`config.mk`:
```
export PLATFORM = sky130hd
export DESIGN_NAME = fp_mant_div_seq
export DESIGN_NICKNAME = d
export VERILOG_FILES = /design/src/rtl/fp_div_pkg.sv /design/src/rtl/fp_div_step.sv /design/src/rtl/fp_mant_div_seq.sv
export SDC_FILE = /design/constraint.sdc
export NUM_CORES = 1
export LEC_CHECK = 0
export BUFFER_PORTS_ARGS = -buffer_cell sky130_fd_sc_hd__buf_4
export CAP_MARGIN = 20
export CORE_MARGIN = 2
export CORE_UTILIZATION = 61
export CTS_BUF_LIST = sky130_fd_sc_hd__clkbuf_8
export DETAILED_ROUTE_END_ITERATION = 12
export HOLD_SLACK_MARGIN = 0.06
export PLACE_DENSITY_LB_ADDON = 0.08
export SLEW_MARGIN = 20
export SYNTH_ARGS = -nofsm -noshare
export SYNTH_HDL_FRONTEND = slang
export SYNTH_HIERARCHICAL = 1
export SYNTH_SLANG_ARGS = --single-unit
```
`constraint.sdc`:
```
create_clock -name in_clk -period 4.2 [get_ports in_clk]
set_clock_uncertainty 0.1 [all_clocks]
set_input_delay 0.21 -clock in_clk [delete_from_list [all_inputs] [get_ports in_clk]]
set_output_delay 0.21 -clock in_clk [all_outputs]
set_load 0.02 [all_outputs]
```
`src/rtl/fp_div_pkg.sv`:
```
// Shared definitions for the sequential mantissa divider: FSM encoding and
// iteration-count helpers derived from the quotient width and bits per clock.
package fp_div_pkg;

  typedef enum logic [1:0] {
    ST_IDLE = 2'd0,
    ST_RUN  = 2'd1,
    ST_DONE = 2'd2
  } state_t;

  function automatic int unsigned iter_count(input int unsigned q_w,
                                             input int unsigned steps);
    return q_w / steps;
  endfunction

  function automatic int unsigned cnt_width(input int unsigned q_w,
                                            input int unsigned steps);
    return $clog2(iter_count(q_w, steps) + 1);
  endfunction

endpackage

```
`src/rtl/fp_div_step.sv`:
```
// One combinational restoring-division cell: compare, conditionally subtract,
// then shift the partial remainder left by one.
module fp_div_step
  import fp_div_pkg::*;
#(
  parameter int unsigned MANT_W = 24
) (
  input  logic [MANT_W:0]   rem_i,
  input  logic [MANT_W-1:0] div_i,
  output logic              q_o,
  output logic [MANT_W:0]   rem_o
);

  logic [MANT_W:0] div_ext;
  logic [MANT_W:0] diff;

  assign div_ext = {1'b0, div_i};
  assign q_o     = (rem_i >= div_ext);
  assign diff    = q_o ? (rem_i - div_ext) : rem_i;
  // Top bit of diff is always clear for normalised operands, so the shift is lossless.
  assign rem_o   = diff << 1;

endmodule

```
`src/rtl/fp_mant_div_seq.sv`:
```
// Multi-cycle restoring divider for normalised FP mantissas; retires STEPS
// quotient bits per clock and reports a sticky bit for the rounder.
module fp_mant_div_seq
  import fp_div_pkg::*;
#(
  parameter int unsigned MANT_W = 24,
  parameter int unsigned Q_W    = 26,
  parameter int unsigned STEPS  = 1
) (
  input  logic              in_clk,
  input  logic              in_rst,
  input  logic              in_start,
  input  logic              in_abort,
  input  logic [MANT_W-1:0] in_dividend,
  input  logic [MANT_W-1:0] in_divisor,
  output logic              out_busy,
  output logic              out_valid,
  output logic [Q_W-1:0]    out_quotient,
  output logic              out_sticky,
  output logic              out_div_zero
);

  localparam int unsigned ITERS = iter_count(Q_W, STEPS);
  localparam int unsigned CNT_W = cnt_width(Q_W, STEPS);

  if ((Q_W % STEPS) != 0) begin : g_bad_steps
    $error("fp_mant_div_seq: Q_W must be a multiple of STEPS");
  end

  state_t            state_q, state_d;
  logic [CNT_W-1:0]  cnt_q, cnt_d;
  logic [MANT_W:0]   rem_q, rem_d;
  logic [MANT_W-1:0] div_q, div_d;
  logic [Q_W-1:0]    quo_q, quo_d;
  logic [Q_W-1:0]    res_quo_q, res_quo_d;
  logic              res_sticky_q, res_sticky_d;
  logic              res_dz_q, res_dz_d;

  logic [MANT_W:0]   rem_chain [STEPS+1];
  logic [STEPS-1:0]  q_bits;
  logic [Q_W-1:0]    quo_step;

  assign rem_chain[0] = rem_q;

  for (genvar i = 0; i < int'(STEPS); i++) begin : g_step
    fp_div_step #(
      .MANT_W(MANT_W)
    ) u_step (
      .rem_i(rem_chain[i]),
      .div_i(div_q),
      .q_o  (q_bits[i]),
      .rem_o(rem_chain[i+1])
    );
  end

  // Earlier cells in the chain produce the more significant quotient bits.
  always_comb begin
    quo_step = quo_q;
    for (int unsigned i = 0; i < STEPS; i++) begin
      quo_step = {quo_step[Q_W-2:0], q_bits[i]};
    end
  end

  always_comb begin
    state_d      = state_q;
    cnt_d        = cnt_q;
    rem_d        = rem_q;
    div_d        = div_q;
    quo_d        = quo_q;
    res_quo_d    = res_quo_q;
    res_sticky_d = res_sticky_q;
    res_dz_d     = res_dz_q;

    unique case (state_q)
      ST_IDLE, ST_DONE: begin
        if (in_start) begin
          if (in_divisor == '0) begin
            state_d      = ST_DONE;
            res_quo_d    = '1;
            res_sticky_d = 1'b1;
            res_dz_d     = 1'b1;
          end else begin
            state_d = ST_RUN;
            rem_d   = {1'b0, in_dividend};
            div_d   = in_divisor;
            quo_d   = '0;
            cnt_d   = CNT_W'(ITERS);
          end
        end else if (state_q == ST_DONE) begin
          state_d = ST_IDLE;
        end
      end
      ST_RUN: begin
        if (in_abort) begin
          state_d = ST_IDLE;
          cnt_d   = '0;
        end else begin
          rem_d = rem_chain[STEPS];
          quo_d = quo_step;
          cnt_d = cnt_q - CNT_W'(1);
          if (cnt_q == CNT_W'(1)) begin
            state_d      = ST_DONE;
            res_quo_d    = quo_step;
            res_sticky_d = (rem_chain[STEPS] != '0);
            res_dz_d     = 1'b0;
          end
        end
      end
      default: state_d = ST_IDLE;
    endcase
  end

  always_ff @(posedge in_clk) begin
    if (in_rst) begin
      state_q      <= ST_IDLE;
      cnt_q        <= '0;
      rem_q        <= '0;
      div_q        <= '0;
      quo_q        <= '0;
      res_quo_q    <= '0;
      res_sticky_q <= 1'b0;
      res_dz_q     <= 1'b0;
    end else begin
      state_q      <= state_d;
      cnt_q        <= cnt_d;
      rem_q        <= rem_d;
      div_q        <= div_d;
      quo_q        <= quo_d;
      res_quo_q    <= res_quo_d;
      res_sticky_q <= res_sticky_d;
      res_dz_q     <= res_dz_d;
    end
  end

  assign out_busy     = (state_q == ST_RUN);
  assign out_valid    = (state_q == ST_DONE);
  assign out_quotient = res_quo_q;
  assign out_sticky   = res_sticky_q;
  assign out_div_zero = res_dz_q;

endmodule

```
After elaboration in Yosys (flattened, before gate mapping)

Index checks and enable logic that the tools add are counted.

Input bits: 52
Output and inout bits: 30
Word-level logic and storage cells: 64
Register bits after elaboration: 109

Order comparisons: 1
Add/sub/neg operators: 2
Equality and inequality tests: 10
Bitwise logic cells: 1
Reductions and logical operators: 10
Muxes and demuxes: 32

Operators by type and width:

| operator                                              | count |
|---|---|
| 2-to-1 mux 25 bit                                     | 6 |
| 2-to-1 mux 26 bit                                     | 4 |
| case mux 25 bit (2 select lines)                      | 2 |
| case mux 26 bit (2 select lines)                      | 1 |
| greater-or-equal comparator 25 x 24 -> 1 bit          | 1 |
| nonzero test 25 bit                                   | 1 |
| logical NOT 24 bit                                    | 1 |
| 2-to-1 mux 24 bit                                     | 1 |
| subtractor 24 bit                                     | 1 |
| 2-to-1 mux 5 bit                                      | 3 |
| 2-to-1 mux 2 bit                                      | 5 |
| case mux 5 bit (2 select lines)                       | 1 |
| inequality test 2 bit, second input constant          | 4 |
| 2-to-1 mux 1 bit                                      | 6 |
| AND reduction 3 bit                                   | 2 |
| equality test 5 x 1 -> 1 bit, second input constant   | 1 |
| AND reduction 5 bit                                   | 1 |
| subtractor 5 x 1 -> 5 bit, second input constant      | 1 |
| case mux 1 bit (2 select lines)                       | 2 |
| case mux 2 bit (2 select lines)                       | 1 |
| AND reduction 4 bit                                   | 1 |
| inequality test 3 x 2 -> 1 bit, second input constant | 1 |
| inequality test 3 bit, second input constant          | 1 |
| equality test 2 x 1 -> 1 bit, second input constant   | 1 |
| other kinds (7)                                       | 7 |

Depth between registers and ports, before layout

Gate-level depths: netlist (run 1).

Depth in word-level cells: 6
Depth in mapped cells: 15
Mapped depth without buffers: 14

Modules after synthesis

The synthesis (run 1) kept the hierarchy.

By module, submodules not included:

| module          | cells an instance | area each (µm²) | sequential area each (µm²) | instances |
|---|---|---|---|---|
| fp_mant_div_seq | 581               | 5382.7          | 2182.1                     | 1 |
| fp_div_step     | 225               | 1702.9          | 0.0                        | 1 |

Least setup slack after synthesis (run 1)

OpenSTA, ideal clock, no wires.

Path type: reg2reg
Start: reg div_q[1]
End: reg res_sticky_q (netlist: out_sticky)
Required time: 3.967 ns
Cell stages (with the launch flop): 15
Period minus slack after synthesis: 3.463 ns
Path buffers: 1
Data arrival time: 3.229 ns
Setup slack: 0.737 ns
Library setup time: 0.133 ns
Cells stage by stage: dfxtp_1 -> inv_1 -> ha_1 -> nor2b_1 -> o31a_1 -> o31ai_4 -> a31oi_1 -> or2_4 -> a311oi_4 -> buf_6 -> mux2_1 -> nor4_1 -> nand4_1 -> nor3_1 -> a211oi_1

RTL lines:

| what                   | RTL line               | source |
|---|---|---|
| start, declared        | fp_mant_div_seq.sv:33  | `logic [MANT_W-1:0] div_q, div_d;` |
| start signal, assigned | fp_mant_div_seq.sv:127 | `div_q <= div_d;` |
| end signal, assigned   | fp_mant_div_seq.sv:130 | `res_sticky_q <= res_sticky_d;` |
| end, declared          | fp_mant_div_seq.sv:36  | `logic res_sticky_q, res_sticky_d;` |

==> results of run 1 <==
==> power breakdown <==
part | switching [mW] | internal, mW
clock | 0.378 | 0.292
combinational | 0.589 | 0.518
sequential | 0.0385 | 1.08
total | 1.01 | 1.89
==> synthesized netlist by cell type (2+ instances only) <==
library cell / count
a211o_1: 2
a211oi_1: 40
a211oi_2: 39
a21o_1: 10
a21oi_1: 19
a311oi_1: 2
a31oi_1: 30
a32oi_1: 3
a41oi_1: 2
and3_1: 2
and4_1: 4
buf_1: 4
buf_2: 9
buf_4: 3
buf_6: 18
clkbuf_1: 28
dfxtp_1: 109
ha_1: 26
inv_1: 61
mux2_1: 11
mux2_2: 29
mux2_4: 5
mux2i_1: 28
nand2_1: 39
nand2b_1: 49
nand3_1: 29
nand4_1: 31
nor2_1: 73
nor2b_1: 5
nor3_1: 9
nor3b_1: 6
nor4_1: 10
o211ai_1: 2
o21a_1: 4
o21ai_0: 12
o21bai_1: 2
or2_2: 2
or4_4: 2
xnor2_1: 8
xor2_1: 11
==> final cells by class <==
cell class,count,share of cell area
clock buffers,10,0.0171
clock inverters,6,0.00744
inverters,62,0.0288
multi-input cells,573,0.532
flip-flops and latches,109,0.270
well taps,143,0.0222
repair buffers,116,0.122
==> metrics by stage <==
step                      hold WS (ns)   util  cells  power (mW)
after detailed placement         0.349  0.666    977        2.21
after global routing            0.0830  0.710   1019        3.05
final                           0.0773  0.710   1019        2.90
after global placement           0.341  0.666    977        2.18
after CTS                       0.0631  0.705   1017        2.89
after floorplan                  0.265      -    806        1.97
==> state kept, by name, indices dropped and copies added (netlist names) <==
signal and cells:
out_quotient 26, quo_q 25, rem_q 25, div_q 24, cnt_q 5, state_q 2, out_div_zero 1, out_sticky 1
==> metal layers <==
| metal | up-vias | track usage |
|---|---|---|
| met5 | - | 0 |
| met4 | 0 | 0.0733 |
| met3 | 14 | 0.0637 |
| met2 | 168 | 0.459 |
| met1 | 2956 | 0.389 |
| li1 | 3021 | - |
==> worst max-delay path, delay by kind of cell (launching register included) <==
family / cells / cell delay [ns]
buffers and inverters: 2 / 0.31
muxes: 1 / 0.36
adders and majority gates: 1 / 0.28
DFF: 1 / 0.38
and+or+nand+nor: 5 / 1.13
AOI/OAI and AO/OA: 5 / 1.01
==> layout by cell type (no fill, tap or decap), types with 3 or more instances in the layout <==
cell type	count
dfxtp_1	109
mux2_1	11
nor4_1	10
a32oi_1	3
and4_1	3
nand4_1	31
a21oi_1	19
ha_1	26
xor2_1	11
o21ai_0	12
nand3_1	29
dlygate4sd3_1	24
nand2_1	39
buf_4	89
a211oi_1	40
a21o_1	10
nor2b_1	5
mux2i_1	28
inv_1	63
xnor2_1	8
nand2b_1	49
nor3_1	9
a211oi_2	39
mux2_4	5
clkbuf_8	10
nor2_1	73
mux2_2	29
nor3b_1	5
a31oi_1	30
o21a_1	4
==> logic make-up after synthesis <==
logic type	Yosys count
AO/OA/AOI/OAI	183
XOR/XNOR	19
adder cells (fa/ha/maj)	27
buffers and inverters	124
flip-flops	109
multiplexers	73
other	1
AND/OR/NAND/NOR	270
==> worst max path at each step <==
stage	startpoint	endpoint	slack, ns	depth (start not counted)
floorplan	div_q[1]$_SDFFE_PP0P_	out_sticky$_SDFFE_PP0P_	0.74	14
global placement	div_q[1]$_SDFFE_PP0P_	out_sticky$_SDFFE_PP0P_	0.56	14
detailed placement	div_q[1]$_SDFFE_PP0P_	out_sticky$_SDFFE_PP0P_	0.46	14
CTS	div_q[1]$_SDFFE_PP0P_	out_sticky$_SDFFE_PP0P_	0.44	14
global route	rem_q[0]$_SDFFE_PP0P_	out_sticky$_SDFFE_PP0P_	0.22	15
finish	div_q[1]$_SDFFE_PP0P_	out_sticky$_SDFFE_PP0P_	0.47	14
==> what timing repair did <==
action / in CTS / in global routing
hold buffers: 24 / 0
endpoints found under the setup margin: 0 / 0
setup buffers: 0 / 0
endpoints found under the hold margin: 24 / 0
==> reports/results.tsv, run 1 <==
stage	metric	value	unit
global_routing	grtUsageTotal	0.285	
placement	post-place-ws	0.459	ns
sta	hold_viol_final	0	
yosys	synth_area	7090	um2
setup_path	path_max_fanout	25	
yosys	synth_top_cell_area_share	0.308	
clock_tree	numCtsBuffers	9	
global_routing	antenna_found_initial	0	
drt	vias	6159	
placement	dp_hpwl	11600	um
yosys	yosysSeqAreaShare	0.308	
sta	setup_viol_count_final	0	
global_routing	grt_max_degree	96	
floorplan	die_y	112	um
final_layout	layout-drive-gt1-share	0.221	
placement	placed_area	7580	um2
clock_tree	cts_resized	0	
yosys	synthSimpleGateAreaFrac	0.201	
sta	relSlewSlack	0.286	
worst_hold_path	min_path_type	input pin to flip-flop	
yosys	synth_warnings	6	
yosys	synth_compound_area_frac	0.217	
floorplan	coreArea	11400	um2
drt	first_pass_iters	5	
floorplan	die_x	112	um
final_layout	n_antenna_cell	0	
worst_hold_path	hold_path_end	div_q[5]$_SDFFE_PP0P_	
drt	viasPerCell	6.04	
floorplan	rows	39	
yosys	avgSynthCellArea	8.79	um2
clock_tree	cts.sinks	109	
power_and_ir_drop	max-vdd-ir-drop	0.302	mV
yosys	synth_top_family_by_area	compound AO/OA/AOI/OAI gates	
setup_path	worst_path_max_delay_cell	dfxtp_1	
placement	port_buffers	81	
drt	wl_met2	8130	um
clock_tree	root_buffer	clkbuf_8	
sta	maxSlewViolCount	0	
sta	layout_min_cycle_time	3.73	ns
setup_path	rr_worst_depth	14	
setup_path	r2r_slack	0.47	ns
worst_hold_path	min_from	in_divisor[5]	
drt	drc	0	
yosys	synth_xor_area_frac	0.0235	
drt	antenna_left	0	
flow_run	maxCapViolations	0	
drt	met1_length	8270	um
clock_tree	cts_tree	built	
sta	timing.setup.tns	0	ns
worst_hold_path	hold_depth	3	
final_layout	area.sequential	2180	um2
global_routing	grt_pass1_vias	6014	
setup_path	critical_path_arrival	3.86	ns
clock_tree	cts_max_path_buffers	2	
status	status	finished, final reports clean	
floorplan	boundaryPins	82	
placement	gp_congestion	0.930	
yosys	synth_adder_area_share	0.0487	
yosys	async_flop_share	0	
drt	drt_iter0_markers	500	
sta	max_freq	268	MHz
yosys	muxShareOfSynthArea	0.114	
drt	wl_per_cell	17.1	um
power_and_ir_drop	power_density	359	nW/um2
setup_path	end_kind	flip-flop	
yosys	synth_edf_count	0	
setup_path	slowest_delay	0.38	ns
clock_tree	htreeDepth	3	
yosys	ys_seq_elements	109	
global_routing	grt_overflow	0	
final_layout	n_fill_cell	907	
final_layout	final_nets	950	
yosys	yosysTopAreaCell	dfxtp_1	
yosys	synthFlopType	dfxtp_1	
yosys	synth_area_leaders	dfxtp_1, a211oi_2, mux2_2	
drt	dr.max_layer_used	met4	
sta	worst_slack	0.469	ns
setup_path	r2r_end	out_sticky$_SDFFE_PP0P_	
drt	route.met3.wl	881	um
setup_path	path_cells	inv_1 -> ha_1 -> nor2b_1 -> o31a_1 -> o31ai_4 -> a31oi_1 -> or2_4 -> a311oi_4 -> buf_12 -> mux2_1 -> nor4_1 -> nand4_1 -> nor3_1 -> a211oi_1	
setup_path	worst_ep_required_time	4.33	ns
clock_tree	clock_latency	0.39	ns
sta	fin_crit_sh	0.888	
sta	rsz0062_at_grt	false	
sta	worst_slew_pin_slew	1.07	ns
power_and_ir_drop	p_leak	3.12	nW
setup_path	r2r-start	div_q[1]$_SDFFE_PP0P_	
clock_tree	clkTransAtPathRegs	0.10	ns
yosys	syn_nets	885	
drt	routed_wl	17500	um
final_layout	multi_input_area	4290	um2
floorplan	initial_core_util	0.623	
final_layout	synthToLayoutAreaGrowth	13.9	%
yosys	synth.distinct_cells	68	
setup_path	cp-start-kind	flip-flop	
setup_path	worstSetupPathType	flip-flop to flip-flop	
floorplan	dieArea	12500	um2
yosys	synthCells	806	
final_layout	fin_area	8070	um2
global_routing	grt_pass1_wl	29700	um
(Power assumes the default switching activity.)
==> inputs of run 2 (changes only) <==
==> constraint.sdc (replaced) <==
create_clock -name in_clk -period 4.2 [get_ports in_clk]
set_clock_uncertainty 0.1 [all_clocks]
set_input_delay 1.26 -clock in_clk [delete_from_list [all_inputs] [get_ports in_clk]]
set_output_delay 1.26 -clock in_clk [all_outputs]
set_load 0.02 [all_outputs]
==> reports/results.tsv, run 2 (synthesis gave the netlist of run 1 again) <==
stage	metric	value	unit
power_and_ir_drop	power_density	372	nW/um2
power_and_ir_drop	p_leak	3.06	nW
placement	dp_hpwl	12200	um
floorplan	dieArea	12500	um2
drt	first_pass_iters	5	
power_and_ir_drop	netSwitchingFraction	0.341	
floorplan	boundaryPins	82	
drt	wl_per_cell	17.5	um
power_and_ir_drop	pwr-share-comb	0.372	
placement	post-place-ws	0.322	ns
floorplan	coreArea	11400	um2
drt	routed_wl	17500	um
clock_tree	cts_setup_buffers	0	
worst_hold_path	min_path_type	flip-flop to flip-flop	
final_layout	mostFrequentLayoutCells	dfxtp_1, buf_4, nor2_1	
sta	worst_slew_pin_slew	1.08	ns
drt	viasPerCell	6.13	
sta	layout_min_cycle_time	3.89	ns
power_and_ir_drop	power	2.94	mW
global_routing	antenna_found_initial	0	
setup_path	cp-start-kind	flip-flop	
floorplan	rows	39	
clock_tree	clkTransAtPathRegs	0.10	ns
floorplan	initial_core_util	0.623	
sta	timing.setup.tns	0	ns
clock_tree	htreeDepth	3	
clock_tree	hold_buffers	0	
clock_tree	numCtsBuffers	9	
drt	vias	6125	
final_layout	layout-drive-gt1-share	0.233	
flow_run	maxCapViolations	0	
final_layout	layout_commonest_cell	dfxtp_1	
power_and_ir_drop	p_seq_frac	0.381	
floorplan	die_y	112	um
status	status	finished, final reports clean	
power_and_ir_drop	max-vdd-ir-drop	0.385	mV
sta	hold_viol_final	0	
clock_tree	cts_max_path_buffers	2	
clock_tree	cts_resized	0	
final_layout	largest_reg_flops	26	
global_routing	grt_pass1_vias	5899	
clock_tree	clock_latency	0.40	ns
power_and_ir_drop	p_sw	1.00	mW
drt	drt_iter0_markers	440	
global_routing	grt_pass1_wl	29000	um
sta	worst_slack	0.315	ns
final_layout	final_nets	932	
clock_tree	cts_tree	built	
drt	antenna_left	0	
sta	maxSlewViolCount	0	
setup_path	worstSetupPathType	flip-flop to flip-flop	
sta	fin_crit_sh	0.925	
placement	port_buffers	81	
setup_path	path_max_fanout	25	
floorplan	die_x	112	um
sta	relSlewSlack	0.277	
final_layout	n_antenna_cell	0	
sta	setup_viol_count_final	0	
clock_tree	root_buffer	clkbuf_8	
global_routing	grtUsageTotal	0.283	
setup_path	worst_ep_required_time	4.36	ns
drt	drc	0	
placement	gp_congestion	0.913	
sta	max_freq	257	MHz
global_routing	grt_max_degree	71	
global_routing	grt_overflow	0	
power_and_ir_drop	p_int	1.94	mW
setup_path	end_kind	flip-flop	
setup_path	critical_path_arrival	4.05	ns
clock_tree	cts.sinks	109	
final_layout	synthToLayoutAreaGrowth	11.6	%
sta	rsz0062_at_grt	false	
power_and_ir_drop	p_clk_frac	0.247	
## run 2: cell count changes in the layout (fill, tap and decap cells not counted), sizes merged
cell         change
dlygate4sd3     -24
buf              +6
clkinv           -1
bufinv           +1
inv              -1
## run 2: layout make-up
class	count	area [um2]
timing repair buffer	98	801
multi-input combinational	573	4290
clock buffer	10	138
clock inverter	5	81.3
tap	143	179
inverter	62	233
sequential	109	2180
fill	938	3460
## run 2: power by group through the flow
stage	logic [mW]	registers (mW)	clock network, mW
after floorplan	0.840	1.13	0
after global placement	1.04	1.14	0
after detailed placement	1.07	1.14	0
after CTS	1.08	1.12	0.737
after global routing	1.19	1.13	0.772
final	1.09	1.12	0.728
## run 2: worst paths after layout
check                                                   from                            to  slack, ns  cells after the start
worst max-delay path                   div_q[1]$_SDFFE_PP0P_       out_sticky$_SDFFE_PP0P_       0.31                     14
worst min-delay path            out_quotient[1]$_SDFFE_PP0P_  out_quotient[1]$_SDFFE_PP0P_       0.36                      2
worst max register to register         div_q[1]$_SDFFE_PP0P_       out_sticky$_SDFFE_PP0P_       0.31                     14
worst min register to register  out_quotient[1]$_SDFFE_PP0P_  out_quotient[1]$_SDFFE_PP0P_       0.36                      2
## run 2: per-stage QoR
| step | util | cells | hold WS [ns] | cell area (um2) |
|---|---|---|---|---|
| 2_1_floorplan | - | 806 | 0.349 | 7090 |
| 3_3_place_gp | 0.671 | 983 | 0.341 | 7630 |
| 3_5_place_dp | 0.671 | 983 | 0.348 | 7630 |
| 4_1_cts | 0.691 | 998 | 0.361 | 7850 |
| 5_1_grt | 0.695 | 1000 | 0.374 | 7910 |
| 6_report | 0.695 | 1000 | 0.362 | 7910 |
## run 2: worst max-delay path, cell delays in order, from the launching register on
cell      delay, ns
dfxtp_1        0.39
inv_1          0.07
ha_1           0.28
nor2b_1        0.15
o31a_1         0.32
o31ai_4        0.20
a31oi_1        0.14
or2_4          0.30
a311oi_4       0.30
buf_12         0.24
mux2_4         0.33
nor4_1         0.51
nand4_1        0.17
nor3_1         0.19
a211oi_1       0.07
## run 2: per-layer routing
metal	up-vias	part of all wire	GRT usage
li1	2982	-	-
met1	2933	0.47	0.385
met2	197	0.47	0.465
met3	13	0.050	0.0555
met4	0	0.0080	0.0683
met5	-	0	0
